### src/rtl/axis_mem_reader.sv
// axis_mem_reader
// ---------------
// Command-driven AXI-Stream source. One command names a start word address,
// a length in words and a first-beat user flag. The block reads that
// contiguous range from a synchronous single-port RAM, one word per cycle, and
// emits the words as a single AXI-Stream frame. Addresses wrap modulo
// 2**ADDR_WIDTH.
//
// Reads are throttled by a credit count: words held in the 2-entry output
// buffer plus the read still in flight. A read is only issued when its word is
// guaranteed a free slot on return. This lets the stream apply full
// backpressure without any word being dropped or duplicated.
//
// Ports:
//   clk, rst          single clock, asynchronous active-high reset
//   cmd_addr/len/user command fields, accepted on cmd_valid && cmd_ready
//   cmd_valid/ready   command handshake (ready only while idle)
//   mem_en/addr       RAM read request
//   mem_rdata         RAM read data, valid one cycle after mem_en
//   out_axis_*        output stream (tdata, tvalid, tready, tuser, tlast)
//   busy              high while a frame is being read or drained
//   done              single-cycle pulse when a frame completes

module axis_mem_reader #(
    parameter int DATA_WIDTH = 32,
    parameter int ADDR_WIDTH = 11,
    parameter int LEN_WIDTH  = 16
) (
    input  logic                  clk,
    input  logic                  rst,

    input  logic [ADDR_WIDTH-1:0] cmd_addr,
    input  logic [LEN_WIDTH-1:0]  cmd_len,
    input  logic                  cmd_user,
    input  logic                  cmd_valid,
    output logic                  cmd_ready,

    output logic                  mem_en,
    output logic [ADDR_WIDTH-1:0] mem_addr,
    input  logic [DATA_WIDTH-1:0] mem_rdata,

    output logic [DATA_WIDTH-1:0] out_axis_tdata,
    output logic                  out_axis_tvalid,
    input  logic                  out_axis_tready,
    output logic                  out_axis_tuser,
    output logic                  out_axis_tlast,

    output logic                  busy,
    output logic                  done
);

    typedef enum logic [1:0] {
        IDLE,
        READ,
        DRAIN,
        FINISH
    } state_t;

    state_t state;

    // Command context and read progress
    logic [ADDR_WIDTH-1:0] rd_addr;
    logic [LEN_WIDTH-1:0]  rd_count;
    logic [LEN_WIDTH-1:0]  len_q;
    logic                  user_q;

    // Sideband travelling alongside the outstanding RAM read
    logic                  inflight;
    logic                  inflight_user;
    logic                  inflight_last;

    // Two-entry output buffer; slot 0 is the head and drives the stream
    logic [1:0]            occupancy;
    logic [DATA_WIDTH-1:0] data0, data1;
    logic                  user0, user1;
    logic                  last0, last1;

    logic [1:0]            credit;
    logic                  handshake;
    logic                  issue;
    logic                  last_read;

    assign credit    = occupancy + {1'b0, inflight};
    assign handshake = (occupancy != 2'd0) && out_axis_tready;

    // A read may go out at full credit only if a word leaves the buffer in the
    // same cycle; otherwise the returning word would have nowhere to land.
    assign issue     = (state == READ) &&
                       ((credit < 2'd2) || ((credit == 2'd2) && handshake));
    assign last_read = (rd_count == (len_q - LEN_WIDTH'(1)));

    assign cmd_ready       = (state == IDLE);
    assign busy            = (state == READ) || (state == DRAIN);
    assign done            = (state == FINISH);
    assign mem_en          = issue;
    assign mem_addr        = rd_addr;
    assign out_axis_tvalid = (occupancy != 2'd0);
    assign out_axis_tdata  = data0;
    assign out_axis_tuser  = out_axis_tvalid && user0;
    assign out_axis_tlast  = out_axis_tvalid && last0;

    // Frame control. A zero-length command skips straight to FINISH so it
    // still produces a done pulse. DRAIN ends on the tlast handshake, which
    // can only belong to the current frame since the buffer holds no other.
    always_ff @(posedge clk or posedge rst) begin
        if (rst) begin
            state    <= IDLE;
            rd_addr  <= '0;
            rd_count <= '0;
            len_q    <= '0;
            user_q   <= 1'b0;
        end else begin
            case (state)
                IDLE: begin
                    if (cmd_valid) begin
                        rd_addr  <= cmd_addr;
                        len_q    <= cmd_len;
                        user_q   <= cmd_user;
                        rd_count <= '0;
                        state    <= (cmd_len == '0) ? FINISH : READ;
                    end
                end
                READ: begin
                    if (issue) begin
                        rd_addr  <= rd_addr + ADDR_WIDTH'(1);
                        rd_count <= rd_count + LEN_WIDTH'(1);
                        if (last_read) begin
                            state <= DRAIN;
                        end
                    end
                end
                DRAIN: begin
                    if (handshake && out_axis_tlast) begin
                        state <= FINISH;
                    end
                end
                FINISH: begin
                    state <= IDLE;
                end
                default: begin
                    state <= IDLE;
                end
            endcase
        end
    end

    // Tag each read with its frame position so the buffer can mark the first
    // and last beats when the data returns one cycle later.
    always_ff @(posedge clk or posedge rst) begin
        if (rst) begin
            inflight      <= 1'b0;
            inflight_user <= 1'b0;
            inflight_last <= 1'b0;
        end else begin
            inflight      <= issue;
            inflight_user <= (rd_count == '0) && user_q;
            inflight_last <= last_read;
        end
    end

    // Output buffer. Returning data goes to the head when it is empty or is
    // being consumed, otherwise to slot 1. Credit gating means a push never
    // arrives while both slots are full and none is leaving.
    always_ff @(posedge clk or posedge rst) begin
        if (rst) begin
            occupancy <= 2'd0;
            data0     <= '0;
            data1     <= '0;
            user0     <= 1'b0;
            user1     <= 1'b0;
            last0     <= 1'b0;
            last1     <= 1'b0;
        end else begin
            case (occupancy)
                2'd0: begin
                    if (inflight) begin
                        data0     <= mem_rdata;
                        user0     <= inflight_user;
                        last0     <= inflight_last;
                        occupancy <= 2'd1;
                    end
                end
                2'd1: begin
                    if (inflight && handshake) begin
                        data0 <= mem_rdata;
                        user0 <= inflight_user;
                        last0 <= inflight_last;
                    end else if (inflight) begin
                        data1     <= mem_rdata;
                        user1     <= inflight_user;
                        last1     <= inflight_last;
                        occupancy <= 2'd2;
                    end else if (handshake) begin
                        occupancy <= 2'd0;
                    end
                end
                2'd2: begin
                    if (handshake) begin
                        data0 <= data1;
                        user0 <= user1;
                        last0 <= last1;
                        if (inflight) begin
                            data1 <= mem_rdata;
                            user1 <= inflight_user;
                            last1 <= inflight_last;
                        end else begin
                            occupancy <= 2'd1;
                        end
                    end
                end
                default: begin
                    occupancy <= 2'd0;
                end
            endcase
        end
    end

endmodule

### config.mk
export PLATFORM = sky130hd
export DESIGN_NAME = axis_mem_reader
export DESIGN_NICKNAME = d
export VERILOG_FILES = /design/src/rtl/axis_mem_reader.sv
export SDC_FILE = /design/constraint.sdc
export NUM_CORES = 1
export LEC_CHECK = 0
export CORE_ASPECT_RATIO = 1.1
export CORE_MARGIN = 2
export CORE_UTILIZATION = 58
export CTS_BUF_LIST = sky130_fd_sc_hd__clkbuf_4
export CTS_CLUSTER_DIAMETER = 150
export DETAILED_ROUTE_END_ITERATION = 8
export PLACE_DENSITY = 0.88
export SYNTH_ARGS = -nofsm -noshare
export SYNTH_HDL_FRONTEND = slang
export SYNTH_SLANG_ARGS = --single-unit
### constraint.sdc
create_clock -name clk -period 13.4 [get_ports clk]
set_clock_uncertainty 0.05 [all_clocks]
set_input_delay 3.35 -clock clk [delete_from_list [all_inputs] [get_ports clk]]
set_output_delay 3.35 -clock clk [all_outputs]
set_load 0.1 [all_outputs]
==> results of run 1 <==
how the worst max path moves through the flow:
stage	endpoint	slack, ns	start	cells after the start
floorplan	mem_en	4.73	out_axis_tready	4
global placement	mem_en	4.29	out_axis_tready	5
detailed placement	mem_en	4.19	out_axis_tready	5
CTS	mem_en	4.19	out_axis_tready	5
global route	mem_en	4.03	out_axis_tready	5
finish	mem_en	4.15	out_axis_tready	5
cells by family (layout without fill, tap and decap cells):
kind of cell             after synthesis  in the layout  synth area share (%)
AO/OA/AOI/OAI                        104            104                  10.1
XOR/XNOR                              34             34                  4.95
adder cells (fa/ha/maj)                9              9                  1.87
buffers and inverters                 42            158                  2.64
flip-flops                           119            119                  49.5
multiplexers                          88             88                  15.7
AND/OR/NAND/NOR                      177            177                  15.2
per-layer routing:
metal  vias up  routed length, um  track usage, %
met5         -                  0               0
met2       183               6730            41.2
met1      2302               5460            30.8
li1       2248                  -               -
met4         0                271            10.0
met3        28                757            5.04
worst reg2reg max path, delay by kind of cell, from the launching register on:
| family | cells | cell delay (ns) |
|---|---|---|
| fa+ha+maj | 1 | 0.76 |
| simple gates | 3 | 0.76 |
| compound gates | 2 | 0.58 |
| buf+inv | 2 | 0.46 |
| flops | 1 | 0.43 |
| xor+xnor | 1 | 0.17 |
final cells by class:
cell class	count	area (um^2)
Clock buffer	17	128
Timing Repair Buffer	116	1150
Clock inverter	15	129
Fill cell	721	2760
Sequential cell	119	2980
Inverter	10	40.0
Multi-Input combinational cell	412	2900
Tap cell	123	154
flip-flops by register name (all words and copies together) (netlist names), 2 cells and up:
| register | cells |
|---|---|
| data1 | 32 |
| len_q | 16 |
| mem_addr | 11 |
| occupancy | 2 |
| out_axis_tdata | 32 |
| rd_count | 16 |
| state | 2 |
through the flow:
stage                     area (um^2)  std cells
after floorplan                  6010        573
after global placement           7230        780
after detailed placement         7230        780
after CTS                        7480        812
after global routing             7480        812
final                            7480        812
placed cells by master, fill, tap and decap left out, types with 4 or more instances in the layout:
master / instances
sky130_fd_sc_hd__a21oi_1: 54
sky130_fd_sc_hd__and3_1: 9
sky130_fd_sc_hd__clkbuf_4: 17
sky130_fd_sc_hd__clkdlybuf4s50_1: 113
sky130_fd_sc_hd__clkinvlp_4: 6
sky130_fd_sc_hd__dfrtp_1: 119
sky130_fd_sc_hd__ha_1: 9
sky130_fd_sc_hd__inv_1: 9
sky130_fd_sc_hd__mux2_2: 51
sky130_fd_sc_hd__mux2i_1: 37
sky130_fd_sc_hd__nand2_1: 26
sky130_fd_sc_hd__nand2b_1: 9
sky130_fd_sc_hd__nand3_1: 18
sky130_fd_sc_hd__nand4_1: 4
sky130_fd_sc_hd__nor2_1: 63
sky130_fd_sc_hd__nor2b_1: 6
sky130_fd_sc_hd__nor3_1: 11
sky130_fd_sc_hd__nor4_1: 8
sky130_fd_sc_hd__o211ai_1: 4
sky130_fd_sc_hd__o21ai_0: 18
sky130_fd_sc_hd__o22ai_1: 8
sky130_fd_sc_hd__xnor2_1: 19
sky130_fd_sc_hd__xor2_1: 15
==> impl_results.md, run 1 <==
- Later-pin clock latency in the skew report: around 0.53 ns
- Unrepaired setup endpoints after global routing: no
- First-pass GRT wire length: between 20,000 and 25,000 um
- Effective utilization at floorplan: between 50% and 60%
- Total inserted antenna cells: 0
- Final Wtd Congestion: 0.850
- Setup violation total in the final timing report: 0
- Category of the critical setup timing path: input port to primary output
- Worst hold-check slack: ~0.47 ns
- Cell types with the largest area share after synthesis: sky130_fd_sc_hd__dfrtp_1, sky130_fd_sc_hd__mux2_2, sky130_fd_sc_hd__mux2i_1, sky130_fd_sc_hd__a21oi_1, sky130_fd_sc_hd__nor2_1
- Post-layout min period: around 9.3 ns
- Port bufs: between 100 and 150
- Cell Area, Synth: between 6000 and 7000 um^2
- Hold Crit Start: data1[30]$_DFFE_PP0P_
- Die span in y: ~110 um
- Post-route clock period utilization: about 69%
- CTS root buf: sky130_fd_sc_hd__clkbuf_4
- Number of nets still failing antenna checks after routing: 0
- Post CTS Setup Buffer Count: 0
- Hold crit path type: register to register
- MaxCap Viol Count: 0
- Setup tns final: 0 ns
- Share of synthesized flip-flops with an asynchronous set or reset: 100%
- Endpoint of the worst register-to-register path: rd_count[15]$_DFFE_PP0P_
- Count of state elements after synthesis: roughly 120
- Number of buffers on the longest clock path: 2
- Syn Inst Count: 573
- Die Area: between 10,000 and 15,000 um^2
- Post-route setup slack: just over 4 ns
- Number of search-and-repair iterations in the first detailed-routing pass: 5
- Count of cells along the worst register-to-register path: 9
- Crit path max fanout: 10
- Slowest Stage Delay on Critical Path: 1.02 ns
- Post-synth EDFFs: 0
- Mean post-synth cell area: approximately 10 um^2
- WHS Endpoint: data1[30]$_DFFE_PP0P_
- Core area: slightly above 10,000 um^2
- Dpl hpwl: between 9000 and 10,000 um
- Post-cts resize count: 0
- Start of the worst register-to-register path: state[1]$_DFFE_PP0P_
- Most used standard cell by instance count after synthesis: sky130_fd_sc_hd__dfrtp_1
- Relative slew slack: around 23%
- Critical path capture point type: primary output
- Number of CTS-inserted buffers: 17
- Worst-path cell with the longest stage delay: sky130_fd_sc_hd__clkdlybuf4s50_1
- Maximum level of the CTS H-tree: 4
- Outcome: completed
- CP Data Arrival Time: between 5 and 6 ns
- Cell seen most often among critical-path stages: sky130_fd_sc_hd__clkdlybuf4s50_1
- Clock transition at path regs: 0.10 ns
- Hold Vio Cnt, Final: 0
- Net count after synthesis: 646
- Number of vias per cell: just under 6
- Total count of max-transition violations in the final report: 0
- Worst hold path cell count: 1
- Fraction of final layout cells with drive strength greater than 1: 14.4%
- Number of rows created at floorplan: 39
- Cell-by-cell trace of the critical path: clkdlybuf4s50_1 > and3b_1 > o22ai_1 > nor2_1 > clkdlybuf4s50_1
- Most area-hungry cell type in the Yosys netlist: sky130_fd_sc_hd__dfrtp_1
- Number of sinks driven by the clock tree: about 120
- Maximum number of pins on one net before global-route repair: between 80 and 90
- Aggregate routed wire length: ~13,000 um
- Setup WS pre-CTS: roughly 4.2 ns
- Count of routing violations after the opening detailed-route iteration: around 220
- Via count of the first global-routing pass: roughly 4,800
- Final core utilization: between 70% and 80%
- FF-to-FF setup slack: 10.07 ns
- Most instantiated flip-flop cell in the synthesis netlist: sky130_fd_sc_hd__dfrtp_1
- Total grt overflow: 0
- Gate family responsible for the most delay along the worst path: buffers and inverters
- Buffers & Inverters on Critical Path: 2
- Detailed-route DRC error count: 0
- Synthesis-to-layout area growth: 24.4%
- Maximum clock frequency: roughly 110 MHz
- Area share of the largest cell type after synthesis: about half
- Cell variety after synth: 56
- DR vias: approximately 4,800
- Number of top-level design ports: 114
- Global-route usage over all layers: between 20% and 30%
- Antenna violations before repair: 0
- Part of the Yosys area used for sequential elements: between 40% and 50%
- Hold-fix buffers at CTS: 0
- CP startpoint kind: input port
- CTS tree: done
- Horizontal die dimension: 101 um
- Detail-routed net length per standard cell: 16.3 um
- Number of warnings reported in the yosys synthesis log: 0
- Top post-synthesis cells by count: sky130_fd_sc_hd__dfrtp_1, sky130_fd_sc_hd__nor2_1, sky130_fd_sc_hd__a21oi_1, sky130_fd_sc_hd__mux2_2, sky130_fd_sc_hd__mux2i_1
- Crit path required time: approximately 10 ns
- Net count, final: between 700 and 800
- Measured slew at the worst slew-check pin: 1.16 ns
Power of run 1 is left out: the tool's default activity adds up to more than one toggle a clock period on the data nets, which glitch-free logic cannot reach.
==> run 2: changes to the inputs <==
Settings changed: CORE_UTILIZATION 58 to 49, PLACE_DENSITY 0.88 to 0.79.
Clock period 13.4 ns to 7.69 ns, I/O delays scaled along.
==> impl_results.md, run 2 (synthesis results as in run 1) <==
- Outcome: completed
- Detailed-route DRC error count: 0
- First-pass GRT wire length: 21,900 um
- Category of the critical setup timing path: input port to primary output
- Number of sinks driven by the clock tree: around 120
- Antenna violations before repair: 0
- Hold-fix buffers at CTS: 0
- Crit path required time: 5.72 ns
- Hold crit path type: register to register
- Global-route usage over all layers: about a fifth
- Worst hold path cell count: 1
- Core area: between 10,000 and 15,000 um^2
- Post CTS Setup Buffer Count: 0
- Net count, final: approximately 750
- WHS Endpoint: data1[2]$_DFFE_PP0P_
- Number of top-level design ports: between 100 and 150
- Critical path capture point type: primary output
- CP Data Arrival Time: 4.42 ns
- Hold Vio Cnt, Final: 0
- Total inserted antenna cells: 0
- Count of fill cells added during filler insertion: 979
- Maximum level of the CTS H-tree: 4
- Later-pin clock latency in the skew report: ~0.52 ns
- Endpoint of the worst register-to-register path: rd_count[15]$_DFFE_PP0P_
- Number of search-and-repair iterations in the first detailed-routing pass: 4
- Measured slew at the worst slew-check pin: between 1 and 1.5 ns
- Effective utilization at floorplan: around 50%
- Area of the multi-input gates: just under 3000 um^2
- Clock transition at path regs: approximately 0.090 ns
- Post-route clock period utilization: approximately 83%
- Synthesis-to-layout area growth: 25.5%
- Detail-routed net length per standard cell: 15.7 um
- Number of rows created at floorplan: 42
- Number of buffers on the longest clock path: 2
- Unrepaired setup endpoints after global routing: no
- Number of nets still failing antenna checks after routing: 0
- Dpl hpwl: between 9000 and 10,000 um
- Port bufs: about 110
- CTS root buf: sky130_fd_sc_hd__clkbuf_4
- Total grt overflow: 0
- Post-layout min period: between 6 and 7 ns
- CP startpoint kind: input port
- MaxCap Viol Count: 0
- Leading cell types in the layout, fill and taps excluded: sky130_fd_sc_hd__dfrtp_1, sky130_fd_sc_hd__clkdlybuf4s50_1, sky130_fd_sc_hd__nor2_1, sky130_fd_sc_hd__a21oi_1, sky130_fd_sc_hd__mux2_2
- Via count of the first global-routing pass: between 4,000 and 5,000
- Most frequent standard cell in the layout excluding fill and tap cells: sky130_fd_sc_hd__dfrtp_1
- Horizontal die dimension: roughly 110 um
- Relative slew slack: 19.7%
- Count of cells along the worst register-to-register path: 9
- Post-cts resize count: 0
- Number of CTS-inserted buffers: 17
- Final Wtd Congestion: between 0.8 and 0.9
- Setup violation total in the final timing report: 0
- Maximum number of pins on one net before global-route repair: 82
- Count of routing violations after the opening detailed-route iteration: between 200 and 250
- Aggregate routed wire length: 13,300 um
- Crit path max fanout: 10
- Total count of max-transition violations in the final report: 0
- Setup tns final: 0 ns
- FF/Latch Area: a little under 3000 um^2
- Start of the worst register-to-register path: state[1]$_DFFE_PP0P_
- DR vias: roughly 4,700
- Number of vias per cell: approximately 5.6
- Maximum clock frequency: between 150 and 200 MHz
- Die span in y: roughly 120 um
- FF-to-FF setup slack: 4.38 ns
- Hold Crit Start: data1[2]$_DFFE_PP0P_
- Die Area: between 10,000 and 15,000 um^2
- Fraction of final layout cells with drive strength greater than 1: 14.2%
- CTS tree: done
==> run 2: routing by layer <==
metal | share of wire [%] | GRT usage, % | up-vias
met3 | 5.0 | 5.12 | 22
met4 | 1.9 | 7.20 | 0
li1 | - | - | 2247
met5 | 0 | 0 | -
met1 | 43 | 25.9 | 2292
met2 | 50 | 35.8 | 135
==> run 2: through the flow <==
stage | utilization [%] | cells | worst slack, ns | instance area (um^2) | hold slack, ns
2_1_floorplan | - | 573 | 1.87 | 6010 | 0.421
3_3_place_gp | 60.7 | 811 | 1.41 | 7270 | 0.435
3_5_place_dp | 60.7 | 811 | 1.31 | 7270 | 0.442
4_1_cts | 63.0 | 843 | 1.31 | 7550 | 0.464
5_1_grt | 63.0 | 843 | 1.13 | 7550 | 0.479
6_report | 63.0 | 843 | 1.30 | 7550 | 0.459
==> run 2: layout make-up <==
class	instances	share of cell area, %
well taps	154	2.55
flip-flops and latches	119	39.5
clock inverters	12	1.72
clock buffers	20	1.99
repair buffers	116	15.3
inverters	10	0.531
multi-input cells	412	38.5
==> run 2: worst max-delay path, cell delays in order <==
cell	delay [ns]
sky130_fd_sc_hd__clkdlybuf4s50_1	0.57
sky130_fd_sc_hd__and3b_1	0.25
sky130_fd_sc_hd__o22ai_1	0.53
sky130_fd_sc_hd__nor2_1	0.12
sky130_fd_sc_hd__clkdlybuf4s50_1	1.01
==> run 2: worst max-delay path by stage <==
stage | slack [ns] | startpoint | endpoint
detailed placement | 1.31 | out_axis_tready | mem_en
CTS | 1.31 | out_axis_tready | mem_en
floorplan | 1.87 | out_axis_tready | mem_en
global placement | 1.41 | out_axis_tready | mem_en
finish | 1.30 | out_axis_tready | mem_en
global route | 1.13 | out_axis_tready | mem_en
Power of run 2 is left out for the same reason.
==> run 3: changes to the inputs <==
Clock period 7.69 ns to 5.15 ns, I/O delays scaled along.
==> impl_results.md, run 3 (synthesis results as in run 1) <==
- Number of sinks driven by the clock tree: about 120
- Worst hold path cell count: 1
- FF/Latch Area: around 3000 um^2
- CTS tree: done
- Global-route usage over all layers: between 20% and 30%
- Final Wtd Congestion: roughly 0.86
- Endpoint of the worst register-to-register path: rd_count[15]$_DFFE_PP0P_
- Detail-routed net length per standard cell: 16.0 um
- Dpl hpwl: about 9700 um
- Horizontal die dimension: 110 um
- Number of placed instances, taps included: just over 800
- Hold Crit Start: user1$_DFFE_PP0P_
- Start of the worst register-to-register path: state[1]$_DFFE_PP0P_
- Port bufs: 113
- Total grt overflow: 0
- Crit path max fanout: 10
- Number of top-level design ports: around 110
- Unrepaired setup endpoints after global routing: no
- Number of buffers on the longest clock path: 2
- Critical path capture point type: primary output
- WHS Endpoint: user1$_DFFE_PP0P_
- Post-route clock period utilization: ~87%
- Maximum level of the CTS H-tree: 4
- Area of the multi-input gates: around 2900 um^2
- Die span in y: between 100 and 150 um
- Fraction of final layout cells with drive strength greater than 1: between 10% and 20%
- Setup violation total in the final timing report: 0
- Most frequent standard cell in the layout excluding fill and tap cells: sky130_fd_sc_hd__dfrtp_1
- Number of search-and-repair iterations in the first detailed-routing pass: 4
- Net count, final: 751
- CP Data Arrival Time: about 3.1 ns
- Count of fill cells added during filler insertion: just under 1,000
- Category of the critical setup timing path: input port to primary output
- MaxCap Viol Count: 0
- Crit path required time: ~3.8 ns
- Total inserted antenna cells: 0
- Die Area: 13,200 um^2
- Total count of max-transition violations in the final report: 0
- Measured slew at the worst slew-check pin: 1.19 ns
- Post-layout min period: 4.46 ns
- Relative slew slack: around 20%
- Final Instance Count excl. Fillers: 845
- Worst hold-check slack: around 0.47 ns
- Number of vias per cell: roughly 5.6
- Leading cell types in the layout, fill and taps excluded: sky130_fd_sc_hd__dfrtp_1, sky130_fd_sc_hd__clkdlybuf4s50_1, sky130_fd_sc_hd__nor2_1, sky130_fd_sc_hd__a21oi_1, sky130_fd_sc_hd__mux2_2
- Setup tns final: 0 ns
- First-pass GRT wire length: roughly 22,000 um
- Count of routing violations after the opening detailed-route iteration: between 300 and 400
- Maximum clock frequency: between 200 and 250 MHz
- Outcome: completed
- Count of cells along the worst register-to-register path: 9
- Antenna violations before repair: 0
- Maximum number of pins on one net before global-route repair: between 70 and 80
- Post CTS Setup Buffer Count: 0
- Via count of the first global-routing pass: 4,828
- Core area: about 12,000 um^2
- Later-pin clock latency in the skew report: 0.52 ns
- Hold crit path type: register to register
- Effective utilization at floorplan: between 50% and 60%
- Aggregate routed wire length: around 13,000 um
- Post-cts resize count: 0
- CTS root buf: sky130_fd_sc_hd__clkbuf_4
- Number of rows created at floorplan: 42
- DR vias: 4,712
- Hold-fix buffers at CTS: 0
- Synthesis-to-layout area growth: 26.2%
- Hold Vio Cnt, Final: 0
- CP startpoint kind: input port
- FF-to-FF setup slack: 1.85 ns
- Number of nets still failing antenna checks after routing: 0
- Number of CTS-inserted buffers: 17
- Clock transition at path regs: roughly 0.12 ns
- Detailed-route DRC error count: 0
## run 3: area by class of cell
| cell class | instances | share of cell area [%] |
|---|---|---|
| sequential | 119 | 39.2 |
| multi-input combinational | 412 | 38.3 |
| timing repair buffer | 118 | 15.4 |
| tap | 154 | 2.54 |
| clock inverter | 15 | 2.39 |
| clock buffer | 17 | 1.68 |
| inverter | 10 | 0.528 |
## run 3: per-layer routing
metal / wire (um) / global-route usage (%) / vias to the layer above
li1: - / - / 2256
met1: 5750 / 26.8 / 2289
met2: 6840 / 36.3 / 146
met3: 672 / 4.20 / 21
met4: 222 / 6.96 / 0
met5: 0 / 0 / -
## run 3: metrics by stage
step           util [%]  setup WS, ns  cell area, um^2
5_1_grt            63.3         0.595             7590
4_1_cts            63.3         0.746             7590
3_5_place_dp       60.8         0.785             7280
2_1_floorplan         -         0.600             6010
6_report           63.3         0.692             7590
3_3_place_gp       60.8         0.870             7280
## run 3: critical path, stage by stage
cell and delay (ns):
sky130_fd_sc_hd__clkdlybuf4s50_1 0.55, sky130_fd_sc_hd__and3b_1 0.24, sky130_fd_sc_hd__o22ai_1 0.63, sky130_fd_sc_hd__nor2_1 0.14
sky130_fd_sc_hd__buf_4 0.28
## run 3: how the worst max path moves through the flow
| stage | startpoint | end | slack (ns) | cells past startpoint |
|---|---|---|---|---|
| after floorplan | out_axis_tready | mem_en | 0.60 | 4 |
| after global placement | out_axis_tready | mem_en | 0.87 | 5 |
| after detailed placement | out_axis_tready | mem_en | 0.78 | 5 |
| after CTS | out_axis_tready | mem_en | 0.75 | 5 |
| after global routing | out_axis_tready | mem_en | 0.59 | 5 |
| final | out_axis_tready | mem_en | 0.69 | 5 |
Power of run 3 is left out for the same reason.
